<file path="config.mk">
export PLATFORM = sky130hd
export DESIGN_NAME = mem_stage_lsu
export DESIGN_NICKNAME = d
export VERILOG_FILES = /design/src/rtl/rv32i_lsu_pkg.sv /design/src/rtl/lsu_load_align.sv /design/src/rtl/mem_stage_lsu.sv
export SDC_FILE = /design/constraint.sdc
export NUM_CORES = 1
export LEC_CHECK = 0
export CAP_MARGIN = 0
export CORE_MARGIN = 2
export CORE_UTILIZATION = 40
export DETAILED_ROUTE_END_ITERATION = 10
export GPL_TIMING_DRIVEN = 1
export PLACE_DENSITY = 0.75
export SLEW_MARGIN = 20
export SYNTH_ARGS = -nofsm -noshare
export SYNTH_HDL_FRONTEND = slang
export SYNTH_SLANG_ARGS = --single-unit
</file>
<file path="constraint.sdc">
create_clock -name CLK -period 2.14 [get_ports CLK]
set_input_delay 0.214 -clock CLK [delete_from_list [all_inputs] [get_ports CLK]]
set_output_delay 0.214 -clock CLK [all_outputs]
set_load 0.05 [all_outputs]
</file>
<file path="src/rtl/rv32i_lsu_pkg.sv">
// Shared constants, state encoding and legality helper for the RV32I memory-stage LSU.
package rv32i_lsu_pkg;

    localparam logic [2:0] F3_B  = 3'b000;
    localparam logic [2:0] F3_H  = 3'b001;
    localparam logic [2:0] F3_W  = 3'b010;
    localparam logic [2:0] F3_BU = 3'b100;
    localparam logic [2:0] F3_HU = 3'b101;

    // Access size as carried to the load aligner (funct3[1:0]).
    localparam logic [1:0] SZ_B = 2'b00;
    localparam logic [1:0] SZ_H = 2'b01;
    localparam logic [1:0] SZ_W = 2'b10;

    localparam int unsigned TIMEOUT_CYCLES_DEF = 255;

    typedef enum logic [1:0] {
        IDLE = 2'd0,
        BUSY = 2'd1,
        DONE = 2'd2
    } lsu_state_e;

    function automatic logic access_legal(input logic [2:0] f3, input logic is_store,
                                          input logic [1:0] off);
        logic ok;
        case (f3)
            F3_B:    ok = 1'b1;
            F3_H:    ok = ~off[0];
            F3_W:    ok = (off == 2'b00);
            F3_BU:   ok = ~is_store;
            F3_HU:   ok = ~is_store & ~off[0];
            default: ok = 1'b0;
        endcase
        return ok;
    endfunction

endpackage

</file>
<file path="src/rtl/lsu_load_align.sv">
// Combinational load formatter: picks the addressed byte/half from a bus word
// and sign- or zero-extends it to 32 bits.
module lsu_load_align
    import rv32i_lsu_pkg::*;
(
    input  logic [31:0] rdata_i,
    input  logic [1:0]  offset_i,
    input  logic [1:0]  size_i,
    input  logic        sign_i,
    output logic [31:0] data_o
);

    logic [7:0]  byte_sel;
    logic [15:0] half_sel;

    always_comb begin
        byte_sel = rdata_i[7:0];
        case (offset_i)
            2'd0:    byte_sel = rdata_i[7:0];
            2'd1:    byte_sel = rdata_i[15:8];
            2'd2:    byte_sel = rdata_i[23:16];
            default: byte_sel = rdata_i[31:24];
        endcase
        half_sel = offset_i[1] ? rdata_i[31:16] : rdata_i[15:0];
    end

    always_comb begin
        data_o = rdata_i;
        case (size_i)
            SZ_B:    data_o = {{24{sign_i & byte_sel[7]}}, byte_sel};
            SZ_H:    data_o = {{16{sign_i & half_sel[15]}}, half_sel};
            default: data_o = rdata_i;
        endcase
    end

endmodule

</file>
<file path="src/rtl/mem_stage_lsu.sv">
// RV32I memory-stage load/store unit: ready-handshaked data bus, store lane steering,
// load extension. Optional watchdog abort enabled by defining LSU_TIMEOUT_EN.
module mem_stage_lsu
    import rv32i_lsu_pkg::*;
#(
    parameter int unsigned TIMEOUT_CYCLES = TIMEOUT_CYCLES_DEF
) (
    input  logic        CLK,
    input  logic        RST,
    input  logic        MemReadM,
    input  logic        MemWriteM,
    input  logic [2:0]  Funct3M,
    input  logic [31:0] ALUResultM,
    input  logic [31:0] WriteDataM,
    output logic [31:0] ReadDataM,
    output logic        StallM,
    output logic        MisalignedM,
    output logic        BusErrM,
    output logic        DBusReq,
    output logic        DBusWe,
    output logic [31:0] DBusAddr,
    output logic [31:0] DBusWData,
    output logic [3:0]  DBusBe,
    input  logic        DBusReady,
    input  logic [31:0] DBusRData
);

    lsu_state_e  state_q;
    logic        dbus_req_q, dbus_we_q, sign_q, bus_err_q;
    logic [31:0] dbus_addr_q, dbus_wdata_q, read_data_q;
    logic [3:0]  dbus_be_q;
    logic [1:0]  offset_q, size_q;

    logic        access, legal;
    logic [3:0]  be_d;
    logic [31:0] wdata_d, load_data;

    assign access = MemReadM | MemWriteM;
    assign legal  = access_legal(Funct3M, MemWriteM, ALUResultM[1:0]);

    always_comb begin
        be_d    = 4'b1111;
        wdata_d = WriteDataM;
        case (Funct3M[1:0])
            SZ_B: begin
                be_d    = 4'b0001 << ALUResultM[1:0];
                wdata_d = {4{WriteDataM[7:0]}};
            end
            SZ_H: begin
                be_d    = 4'b0011 << {ALUResultM[1], 1'b0};
                wdata_d = {2{WriteDataM[15:0]}};
            end
            default: begin
                be_d    = 4'b1111;
                wdata_d = WriteDataM;
            end
        endcase
    end

    lsu_load_align u_load_align (
        .rdata_i  (DBusRData),
        .offset_i (offset_q),
        .size_i   (size_q),
        .sign_i   (sign_q),
        .data_o   (load_data)
    );

`ifdef LSU_TIMEOUT_EN
    localparam logic [15:0] TimeoutLast = 16'(TIMEOUT_CYCLES - 1);
    logic [15:0] cnt_q;
`else
    logic unused_timeout_cfg;
    assign unused_timeout_cfg = ^TIMEOUT_CYCLES;
`endif

    always_ff @(posedge CLK or negedge RST) begin
        if (!RST) begin
            state_q      <= IDLE;
            dbus_req_q   <= 1'b0;
            dbus_we_q    <= 1'b0;
            dbus_addr_q  <= '0;
            dbus_wdata_q <= '0;
            dbus_be_q    <= '0;
            offset_q     <= '0;
            size_q       <= '0;
            sign_q       <= 1'b0;
            read_data_q  <= '0;
            bus_err_q    <= 1'b0;
`ifdef LSU_TIMEOUT_EN
            cnt_q        <= '0;
`endif
        end else begin
            bus_err_q <= 1'b0;
            case (state_q)
                IDLE: begin
                    if (access && legal) begin
                        state_q      <= BUSY;
                        dbus_req_q   <= 1'b1;
                        dbus_we_q    <= MemWriteM;
                        dbus_addr_q  <= {ALUResultM[31:2], 2'b00};
                        dbus_wdata_q <= wdata_d;
                        dbus_be_q    <= be_d;
                        offset_q     <= ALUResultM[1:0];
                        size_q       <= Funct3M[1:0];
                        sign_q       <= ~Funct3M[2];
`ifdef LSU_TIMEOUT_EN
                        cnt_q        <= '0;
`endif
                    end else if (access) begin
                        read_data_q <= '0;
                    end
                end
                BUSY: begin
                    // A ready arriving on the timeout cycle still completes normally.
                    if (DBusReady) begin
                        dbus_req_q <= 1'b0;
                        state_q    <= DONE;
                        if (!dbus_we_q) begin
                            read_data_q <= load_data;
                        end
                    end
`ifdef LSU_TIMEOUT_EN
                    else if (cnt_q == TimeoutLast) begin
                        dbus_req_q  <= 1'b0;
                        read_data_q <= '0;
                        bus_err_q   <= 1'b1;
                        state_q     <= DONE;
                    end else begin
                        cnt_q <= cnt_q + 16'd1;
                    end
`endif
                end
                DONE:    state_q <= IDLE;
                default: state_q <= IDLE;
            endcase
        end
    end

    // Gated by reset so an access held in MEM cannot stall the pipe while RST is low.
    assign StallM      = RST & (((state_q == IDLE) & access & legal) | (state_q == BUSY));
    assign MisalignedM = RST & (state_q == IDLE) & access & ~legal;

    assign ReadDataM = read_data_q;
    assign BusErrM   = bus_err_q;
    assign DBusReq   = dbus_req_q;
    assign DBusWe    = dbus_we_q;
    assign DBusAddr  = dbus_addr_q;
    assign DBusWData = dbus_wdata_q;
    assign DBusBe    = dbus_be_q;

endmodule

</file>
# After elaboration in Yosys (flattened, before gate mapping)
# Cells that the tools add are included.
[totals]
ff_bits = 107
elab_cells = 70
in_bits = 104
out_inout_bits = 105
[classes]
shifts = 2
bitwise = 15
eq_ne = 14
muxes = 17
reduce_logical = 12
[ops]
columns = ["cell", "n"]
rows = [
  ["case mux 32 bit (2 select lines)", 3],
  ["two-way mux 32 bit", 4],
  ["case mux 8 bit (3 select lines)", 1],
  ["two-way mux 16 bit", 1],
  ["zero test 2 bit", 5],
  ["!= test 2 bit (second input constant)", 5],
  ["AND 1 bit", 9],
  ["== test 2 x 1 -> 1 bit (second input constant)", 4],
  ["case mux 4 bit (2 select lines)", 1],
  ["== test 3 bit (second input constant)", 2],
  ["case mux 1 bit (5 select lines)", 1],
  ["AND reduction 5 bit", 1],
  ["two-way mux 2 bit", 2],
  ["NOT 1 bit", 4],
  ["case mux 2 bit (2 select lines)", 1],
  ["AND reduction 2 bit", 2],
  ["<< shifter 1 x 2 -> 4 bit (first input constant)", 1],
  ["<< shifter 2 x 2 -> 4 bit (first input constant)", 1],
  ["== test 3 x 1 -> 1 bit (second input constant)", 1],
  ["== test 3 x 2 -> 1 bit (second input constant)", 1],
  ["zero test 3 bit", 1],
  ["AND reduction 3 bit", 1],
  ["== test 2 bit (second input constant)", 1],
  ["two-way mux 1 bit", 2],
  ["4 further kinds", 5],
]

# Logic depth before layout (Yosys ltp)
# Gate-level depths: netlist of the first run.
[depth]
depth_word = 7
depth_mapped = 7
ltp_nobuf = 4

# Cells and area by module
# A second synthesis of the first run with hierarchy kept.
[hier_totals]
hier_cells = 492
hier_area_um2 = 5952.0
[by_module_without_submodules]
columns = ["mod", "seq_area_each_um2", "cells_each", "n_inst", "area_per_inst_um2"]
rows = [
  ["mem_stage_lsu", 2677.6, 377, 1, 5076.1],
  ["lsu_load_align", 0.0, 115, 1, 875.8],
]

# Worst setup path before layout of the first run
# Ideal clock, no wire load.
[synth_path]
path_type = "input -> output"
from = "input Funct3M[0]"
to = "output StallM"
setup_slack_ns = -0.388
t_arrival_ns = 2.314
path_stages = 5
cell_sequence = "clkbuf_1 -> a221oi_1 -> o221ai_1 -> clkbuf_1 -> a21boi_0"
[synth_between]
elab_chain_len = 5
word_cells_on_any_way = 9
classes_between = "eq/ne (4); mux (1); bitwise (3); reduce/logical (1)"
[synth_lines]
columns = ["element", "line_no", "text"]
rows = [
  ["start, declared", "mem_stage_lsu.sv:12", "input logic [2:0] Funct3M,"],
  ["== test 3 bit (tied with other cells)", "rv32i_lsu_pkg.sv:26", "case (f3)"],
  ["case mux 1 bit (5 select lines) *", "rv32i_lsu_pkg.sv:26", ""],
  ["AND 1 bit *", "mem_stage_lsu.sv:140", "assign StallM = RST & (((state_q == IDLE) & access & legal) | (state_q == BUSY));"],
  ["OR 1 bit *", "mem_stage_lsu.sv:140", ""],
  ["AND 1 bit *", "mem_stage_lsu.sv:140", ""],
  ["end, declared", "mem_stage_lsu.sv:16", "output logic StallM,"],
]
# Every way passes the cells marked *; elsewhere a longest branch is shown, timed or not.

# Worst setup path in the final report of the first run
# Ends and elaborated chain as after synthesis.

==> results.py, run 1 <==
metrics = {
    "route": {
        "viasPerCell": 5.17,
        "detail-route-antenna-nets": 0,
        "drc": 0,
        "drt_first_pass_iters": 5,
        "via_count": 4467,
        "routedWlPerCell_um": 17.2,
        "routed_wl_um": 14900,
        "drt-initial-drc-count": 220,
    },
    "global_route": {
        "grt_pass1_vias": 4607,
        "grt_max_degree": 80,
        "grt_pass1_wl_um": 23700,
        "antenna_found_initial": 0,
        "grt.total_usage_pct": 23.4,
        "gr-total-overflow": 0,
    },
    "worst_setup_path": {
        "cp_top_family": "buffers and inverters",
        "critPathKind": "in2out",
        "cpMaxStageDelayCell": "clkdlybuf4s50_1",
        "crit_chain": "clkdlybuf4s50_1 > a221oi_2 > buf_4 > o221ai_4 > a21boi_2 > buf_12",
        "cpPeakStageDelay_ns": 0.54,
        "startpoint": "Funct3M[0]",
        "crit_cells": 6,
        "worstPathArrival_ns": 1.81,
        "rr_endpoint": "ReadDataM[28]",
        "cp.buffers_inverters": 3,
        "reg2reg_slack_ns": 0.22,
        "crit_required_ns": 1.93,
        "start_kind": "input port",
        "critPathCapture": "StallM",
        "reg2reg_depth": 5,
        "critPathMaxFanout": 5,
        "endpoint_kind": "output port",
        "r2r-start": "state_q[1]",
    },
    "sta": {
        "fin_worst_skew_ns": 0.00556,
        "final_max_slew_viol_count": 0,
        "setup_viol": 0,
        "worstMarginPinSlew_ns": 0.949,
        "hold_viol_final": 0,
        "fin_crit_sh_pct": 94.6,
        "fmax_mhz": 494,
        "fin_ws_ns": 0.116,
        "fin_crit_ns": 2.02,
        "relSlewSlack_pct": 36.5,
    },
    "clock_network": {
        "clk_latency_ns": 0.35,
        "cts_buffer_depth": 2,
        "cts.clk_slew.worst_paths_ns": 0.07,
        "cts_tree": "done",
        "cts_max_level": 3,
        "cts.sink_count": 107,
        "root_buffer": "clkbuf_16",
        "cts_made_buffers": 9,
    },
    "floorplanning": {
        "die_w_um": 114,
        "fp.dieH_um": 114,
        "num_rows": 40,
        "die_area_mm2": 0.0131,
        "pin_count": 209,
        "initial_core_util_pct": 40.7,
        "core_area_mm2": 0.0120,
    },
    "synthesis": {
        "synth_cells": 500,
        "async_reset_ff_share_pct": 100,
        "synth_area_per_cell_um2": 9.75,
        "synth.area.top_cells": "dfrtp_1, nand2_1, mux2i_1, o21ai_0, a221o_1",
        "synth_top_area_share_pct": 54.9,
        "synth-main-ff-cell": "dfrtp_1",
        "synth.most_common_cell": "nand2_1",
        "seq_area_frac_synth_pct": 54.9,
        "synth_area_mm2": 0.00487,
        "synth_edf_count": 0,
        "ys_ff_latch": 107,
        "synth_top_area_cell": "dfrtp_1",
        "synth.distinct_cells": 38,
        "yosysWarnings": 0,
        "synth_common_cells": "nand2_1, dfrtp_1, o21ai_0",
    },
    "placed_design": {
        "placed_area_mm2": 0.00722,
        "gp_congestion": 0.866,
        "place_ws_ns": -0.349,
        "hpwl_um": 11200,
        "portBuffers": 205,
    },
    "power_and_ir_drop": {
        "power.leakage_nw": 3.44,
        "power_mw": 9.34,
        "power.density_mw_per_mm2": 1230,
        "vdd_drop_max_v": 0.000734,
    },
    "run_status": {
        "outcome": "finished, final reports clean",
    },
    "layout": {
        "syn_to_final_growth_pct": 55.3,
        "final_cell_area_mm2": 0.00757,
        "drive_above_1_share_pct": 8.65,
        "final_nets": 816,
        "antenna_cells": 0,
    },
    "worst_hold_path": {
        "worstHoldPathType": "in2async",
    },
    "flow_run": {
        "maxCapViolations": 0,
    },
}
[how the worst min path moves through the flow]
stage          from            end  slack [ns]  cells past startpoint
2_1_floorplan   RST   DBusAddr[10]       -0.08                      0
3_3_place_gp    RST  DBusWData[25]        0.07                      1
3_5_place_dp    RST  DBusWData[25]        0.07                      1
4_1_cts         RST  DBusWData[25]        0.26                      2
5_1_grt         RST         DBusWe        0.28                      2
6_report        RST   DBusWData[7]        0.25                      2
[timing repair]
item / 4_1_cts / 5_1_grt
buffers inserted: 0 / 0
pin swaps: 0 / 1
gates resized for setup: 1 / 5
endpoints found under the setup margin: 16 / 2
hold buffers: 1 / 0
endpoints found under the hold margin: 20 / 0
[where the power goes]
group | total [mW] | internal, mW | switching [mW]
sequential | 2.96 | 2.61 | 0.356
combinational | 4.81 | 1.67 | 3.14
clock | 1.57 | 0.852 | 0.718
total | 9.34 | 5.13 | 4.22
[layout make-up]
class	instances	area, µm²
Multi-Input combinational cell	353	2070
Clock buffer	14	264
Timing Repair Buffer	236	2340
Sequential cell	107	2680
Fill cell	991	4390
Tap cell	147	184
Clock inverter	2	10.0
Inverter	5	18.8
[through the flow]
step | hold slack [ns] | util (%) | TNS [ns] | instances
after floorplan | -0.0816 | - | 0 | 502
after global placement | 0.0661 | 60.4 | -7.02 | 846
after detailed placement | 0.0682 | 60.4 | -10.63 | 846
after CTS | 0.258 | 62.8 | 0 | 863
after global routing | 0.284 | 63.3 | -0.00183 | 864
final | 0.253 | 63.3 | 0 | 864
[flip-flops by register name (all words and copies together), names as in the netlist]
register	flops
DBusWData	32
ReadDataM	32
DBusAddr	30
DBusBe	4
offset_q	2
size_q	2
state_q	2
DBusReq	1
DBusWe	1
sign_q	1
[per-layer routing]
layer	track usage [%]	vias up	share of wire (%)
met3	7.62	21	8.8
met1	28.7	2132	41
met4	9.02	0	2.4
met2	38.2	185	48
met5	0	-	0
li1	-	2129	-
[cells by family (layout without fill, tap and decap cells)]
family                 after synthesis  in the layout  share of synthesized area [%]
AOI/OAI and AO/OA                  101            101                           14.7
buffers and inverters               42            257                           3.93
DFF                                107            107                           54.9
muxes                               37             37                           7.96
other                                1              3                         0.0769
and+or+nand+nor                    212            212                           18.4
[cell usage in the layout, fill, tap and decap left out, types with 5 or more instances in the layout]
cell,Yosys,routed
a21oi_1,15,14
a221o_1,17,17
a32o_1,9,9
buf_4,4,29
clkbuf_16,0,9
clkdlybuf4s50_1,0,201
dfrtp_1,107,107
inv_1,5,5
mux2i_1,32,32
nand2_1,162,162
nand2b_1,16,16
nor2_1,15,14
nor2b_1,5,5
o21ai_0,41,41
o2bb2ai_1,7,7
Power figures use the tool's default switching activity.
==> run 2, diff against run 1 <==
Settings changed: CORE_ASPECT_RATIO set to 1.1.
==> results.py, run 2 (synthesized netlist as in run 1, its figures left out) <==
metrics = {
    "sta": {
        "worstMarginPinSlew_ns": 0.861,
        "relSlewSlack_pct": 42.4,
        "fin_crit_sh_pct": 92.6,
        "fin_ws_ns": 0.157,
        "fmax_mhz": 504,
        "fin_worst_skew_ns": 0.00757,
        "grt_setup_unrepaired": "no",
        "final_max_slew_viol_count": 0,
        "fin_crit_ns": 1.98,
        "setup_viol": 0,
        "hold_viol_final": 0,
    },
    "layout": {
        "layout_commonest_cell": "clkdlybuf4s50_1",
        "final_cell_mix": "clkdlybuf4s50_1, nand2_1, dfrtp_1, o21ai_0, mux2i_1",
        "stdcell_count": 867,
        "drive_above_1_share_pct": 8.27,
        "final_nets": 812,
        "syn_to_final_growth_pct": 56.6,
        "antenna_cells": 0,
    },
    "floorplanning": {
        "die_area_mm2": 0.0131,
        "initial_core_util_pct": 40.7,
        "core_area_mm2": 0.0120,
        "pin_count": 209,
        "die_w_um": 109,
        "fp.dieH_um": 120,
        "num_rows": 42,
    },
    "worst_setup_path": {
        "start_kind": "input port",
        "r2r-start": "offset_q[1]",
        "crit_chain": "clkdlybuf4s50_1 > nor4_1 > buf_4 > nor4b_2 > buf_4 > and2_1 > buf_12",
        "reg2reg_depth": 6,
        "cpPeakStageDelay_ns": 0.57,
        "worstPathArrival_ns": 1.77,
        "startpoint": "Funct3M[2]",
        "endpoint_kind": "output port",
        "rr_endpoint": "ReadDataM[24]",
        "cpMaxStageDelayCell": "clkdlybuf4s50_1",
        "critPathCapture": "MisalignedM",
        "critPathKind": "in2out",
        "crit_top_cell": "buf_4",
        "reg2reg_slack_ns": 0.32,
        "crit_required_ns": 1.93,
        "critPathMaxFanout": 5,
    },
    "route": {
        "detail-route-antenna-nets": 0,
        "via_count": 4448,
        "drc": 0,
        "viasPerCell": 5.13,
        "routedWlPerCell_um": 16.7,
        "drt-initial-drc-count": 284,
        "drt_first_pass_iters": 4,
        "routed_wl_um": 14500,
    },
    "placed_design": {
        "hpwl_um": 10500,
        "place_ws_ns": -0.173,
        "gp_congestion": 0.881,
        "dp.cells": 850,
        "portBuffers": 205,
    },
    "power_and_ir_drop": {
        "power.leakage_nw": 3.46,
        "power.density_mw_per_mm2": 1270,
        "vdd_drop_max_v": 0.000763,
    },
    "clock_network": {
        "cts.clk_slew.worst_paths_ns": 0.07,
        "root_buffer": "clkbuf_16",
        "cts_max_level": 3,
        "cts_made_buffers": 9,
        "cts_buffer_depth": 2,
        "cts_tree": "done",
        "clk_latency_ns": 0.34,
        "cts.sink_count": 107,
    },
    "global_route": {
        "grt_pass1_wl_um": 23300,
        "antenna_found_initial": 1,
        "gr-total-overflow": 0,
        "grt_max_degree": 74,
        "grt_pass1_vias": 4579,
        "grt.total_usage_pct": 22.8,
    },
    "flow_run": {
        "maxCapViolations": 0,
    },
    "worst_hold_path": {
        "worstHoldPathType": "in2reg",
    },
    "run_status": {
        "outcome": "finished, final reports clean",
    },
}
==> run 2: what timing repair did <==
item | 4_1_cts | 5_1_grt
setup endpoints to repair | 2 | 1
setup buffers | 0 | 0
gates resized for setup | 1 | 2
endpoints found under the hold margin | 34 | 0
gates cloned | 0 | 0
hold buffers | 1 | 0
==> run 2: how the worst min path moves through the flow <==
| stage | from | end | slack (ns) | cells after the start |
|---|---|---|---|---|
| after global placement | RST | DBusWe | 0.21 | 1 |
| after global routing | ALUResultM[12] | DBusAddr[12] | 0.41 | 3 |
| after CTS | ALUResultM[4] | DBusAddr[4] | 0.38 | 3 |
| final | ALUResultM[5] | DBusAddr[5] | 0.40 | 3 |
| after detailed placement | RST | DBusWe | 0.22 | 1 |
| after floorplan | RST | DBusAddr[10] | -0.08 | 0 |
==> run 2: cell type report <==
type                    instances  area, µm²
clock buffers                  12        267
inverters                       5       18.8
well taps                     154        193
flip-flops and latches        107       2680
fillers                      1025       4350
multi-input cells             353       2050
repair buffers                232       2330
clock inverters                 4       95.1
==> run 2: critical path, delay by kind of cell <==
kind / cells / cell delay, ns
simple gates: 3 / 0.51
buf+inv: 4 / 1.04
==> run 2: layer usage <==
layer,vias up,GRT usage [%],share of wire [%]
met3,24,6.14,9.2
met5,-,0,0.090
met4,2,8.86,2.4
met2,187,38.2,49
met1,2117,27.8,40
li1,2118,-,-
==> run 2: where the power goes <==
part	leakage (nW)	switching (mW)	internal (mW)
Clock	0.179	0.733	1.24
Combinational	1.92	3.10	1.66
Sequential	1.37	0.382	2.61
Total	3.46	4.21	5.50
==> run 2: metrics by stage <==
step	instance area (µm²)	util, %	hold WS, ns	setup TNS (ns)	total power, mW
after floorplan	4880	-	-0.0816	0	5.94
after global placement	7250	60.5	0.206	-1.80	7.71
after detailed placement	7250	60.5	0.221	-6.92	7.78
after CTS	7620	63.6	0.382	0	9.80
after global routing	7630	63.7	0.407	0	10.2
final	7630	63.7	0.399	0	9.72
==> run 3, diff against run 2 <==
Settings changed: ABC_AREA set to 1, PLACE_DENSITY 0.75 to 0.74.
==> results.py, run 3 <==
metrics = {
    "sta": {
        "fin_crit_sh_pct": 84.9,
        "fmax_mhz": 550,
        "setup_viol": 0,
        "finalSetupTns_ns": 0,
        "fin_worst_skew_ns": 0.00525,
        "relSlewSlack_pct": 62.4,
        "grt_setup_unrepaired": "no",
        "worstMarginPinSlew_ns": 0.562,
        "hold_viol_final": 0,
        "fin_crit_ns": 1.82,
        "fin_ws_ns": 0.323,
        "final_max_slew_viol_count": 0,
    },
    "synthesis": {
        "synth_area_mm2": 0.00526,
        "synth_edf_count": 0,
        "synth_common_cells": "nand2_1, dfrtp_1, a21oi_1",
        "synth_top_area_share_pct": 50.9,
        "synth_top_area_cell": "dfrtp_1",
        "synth.distinct_cells": 27,
        "synth_cells": 658,
        "ys_ff_latch": 107,
        "synth-main-ff-cell": "dfrtp_1",
        "async_reset_ff_share_pct": 100,
        "synth.area.top_cells": "dfrtp_1, nand2_1, a21oi_1, o21ai_2, buf_6",
        "seq_area_frac_synth_pct": 50.9,
        "yosysWarnings": 0,
        "synth_area_per_cell_um2": 7.99,
        "synth.most_common_cell": "nand2_1",
    },
    "global_route": {
        "grt_pass1_vias": 4756,
        "grt_pass1_wl_um": 24100,
        "antenna_found_initial": 0,
        "grt_max_degree": 80,
        "gr-total-overflow": 0,
        "grt.total_usage_pct": 21.4,
    },
    "floorplanning": {
        "initial_core_util_pct": 41.3,
        "pin_count": 209,
        "fp.dieH_um": 124,
        "die_w_um": 113,
        "core_area_mm2": 0.0128,
        "die_area_mm2": 0.0141,
        "num_rows": 43,
    },
    "route": {
        "routedWlPerCell_um": 14.9,
        "routed_wl_um": 15100,
        "via_count": 4925,
        "drt-initial-drc-count": 307,
        "drc": 0,
        "viasPerCell": 4.86,
        "detail-route-antenna-nets": 0,
        "drt_first_pass_iters": 5,
    },
    "placed_design": {
        "gp_congestion": 0.872,
        "hpwl_um": 11100,
        "portBuffers": 205,
        "place_ws_ns": 0.355,
    },
    "worst_setup_path": {
        "critPathMaxFanout": 6,
        "worstPathArrival_ns": 1.60,
        "endpoint_kind": "output port",
        "reg2reg_depth": 7,
        "start_kind": "flop",
        "cpMaxStageDelayCell": "dfrtp_1",
        "crit_chain": "inv_1 > nand2_1 > nor2_1 > nand3_4 > a21boi_2 > buf_12",
        "reg2reg_slack_ns": 0.57,
        "critPathKind": "reg2out",
        "rr_endpoint": "ReadDataM[5]",
        "cp_top_family": "simple AND/OR/NAND/NOR gates",
        "startpoint": "state_q[1]",
        "cpPeakStageDelay_ns": 0.41,
        "r2r-start": "size_q[0]",
        "crit_required_ns": 1.93,
        "cp.buffers_inverters": 2,
    },
    "layout": {
        "final_nets": 958,
        "layout.area.seq_mm2": 0.00268,
        "syn_to_final_growth_pct": 45.7,
        "layout_commonest_cell": "nand2_1",
        "multi_input_area_mm2": 0.00213,
        "nFillCells": 1146,
        "final_cell_mix": "nand2_1, clkdlybuf4s50_1, dfrtp_1, a21oi_1, inv_1",
        "drive_above_1_share_pct": 8.28,
        "antenna_cells": 0,
    },
    "clock_network": {
        "cts_max_level": 3,
        "cts_made_buffers": 9,
        "cts.clk_slew.worst_paths_ns": 0.07,
        "cts.sink_count": 107,
        "clk_latency_ns": 0.34,
        "post_cts_resize_count": 0,
        "cts_buffer_depth": 2,
        "root_buffer": "clkbuf_16",
        "cts_tree": "done",
    },
    "worst_hold_path": {
        "whs_endpoint": "DBusAddr[4]",
        "hold_path_depth": 3,
        "min_from": "ALUResultM[4]",
        "worstHoldPathType": "in2reg",
    },
    "power_and_ir_drop": {
        "seqPwrFrac_pct": 31.2,
        "power_mw": 9.56,
        "internal-power_mw": 5.15,
        "p_sw_mw": 4.41,
        "p_clk_share_pct": 17.0,
        "power.density_mw_per_mm2": 1250,
        "power.leakage_nw": 3.72,
        "p_sw_share_pct": 46.2,
        "combPwrFrac_pct": 51.8,
        "vdd_drop_max_v": 0.000661,
    },
    "run_status": {
        "outcome": "finished, final reports clean",
    },
    "flow_run": {
        "maxCapViolations": 0,
    },
}
-- run 3: power by group through the flow --
stage / Clock (mW) / Combinational (mW) / Sequential (mW)
3_5_place_dp: 0 / 4.97 / 3.00
2_1_floorplan: 0 / 1.46 / 4.85
3_3_place_gp: 0 / 4.93 / 3.00
4_1_cts: 1.67 / 4.98 / 2.98
5_1_grt: 1.75 / 5.25 / 3.06
6_report: 1.63 / 4.95 / 2.98
-- run 3: cell families (layout without fill, tap and decap cells) --
family / after synthesis / after routing / synth area share [%]
compound gates: 114 / 114 / 12.2
buf+inv: 75 / 272 / 8.75
flops: 107 / 107 / 50.9
other cells: 1 / 3 / 0.0713
simple gates: 361 / 361 / 28.1
-- run 3: cell type report --
type                       instances  area share, %
inverter                          39           2.01
clock inverter                     2          0.490
multi-input combinational        478           27.8
clock buffer                      12           3.22
sequential                       107           34.9
timing repair buffer             219           29.0
tap                              157           2.56
-- run 3: per-stage QoR --
stage               area [µm²]  util [%]  hold slack, ns  cells
global placement          7340      57.6           0.291    998
CTS                       7640      59.9           0.392   1013
floorplan                 5270         -         -0.0816    660
global route              7660      60.1           0.408   1014
finish                    7660      60.1           0.406   1014
detailed placement        7340      57.6           0.298    998
-- run 3: how the worst max path moves through the flow --
| stage | end | depth (start not counted) |
|---|---|---|
| 3_5_place_dp | DBusWData[23] | 8 |
| 5_1_grt | StallM | 6 |
| 6_report | StallM | 6 |
| 4_1_cts | StallM | 6 |
| 3_3_place_gp | StallM | 6 |
| 2_1_floorplan | StallM | 7 |
-- run 3: what timing repair did --
item	CTS	global route
hold buffers	1	0
hold endpoints to repair	28	0
buffers inserted	0	0
-- run 3: worst register-to-register path: stages (launching register included) --
cell	delay, ns
dfrtp_1	0.55
inv_2	0.13
nand2_1	0.20
nor2_2	0.28
nand2_1	0.10
nand3_1	0.11
nand2_1	0.06
nand2_1	0.07
-- run 3: routing by layer --
| metal | vias to the layer above | track usage, % | share of wire (%) | wire (µm) |
|---|---|---|---|---|
| li1 | 2451 | - | - | - |
| met1 | 2239 | 27.7 | 43 | 6430 |
| met2 | 213 | 34.3 | 46 | 7040 |
| met3 | 22 | 6.96 | 8.9 | 1350 |
| met4 | 0 | 6.67 | 2.1 | 311 |
| met5 | - | 0 | 0 | 0 |
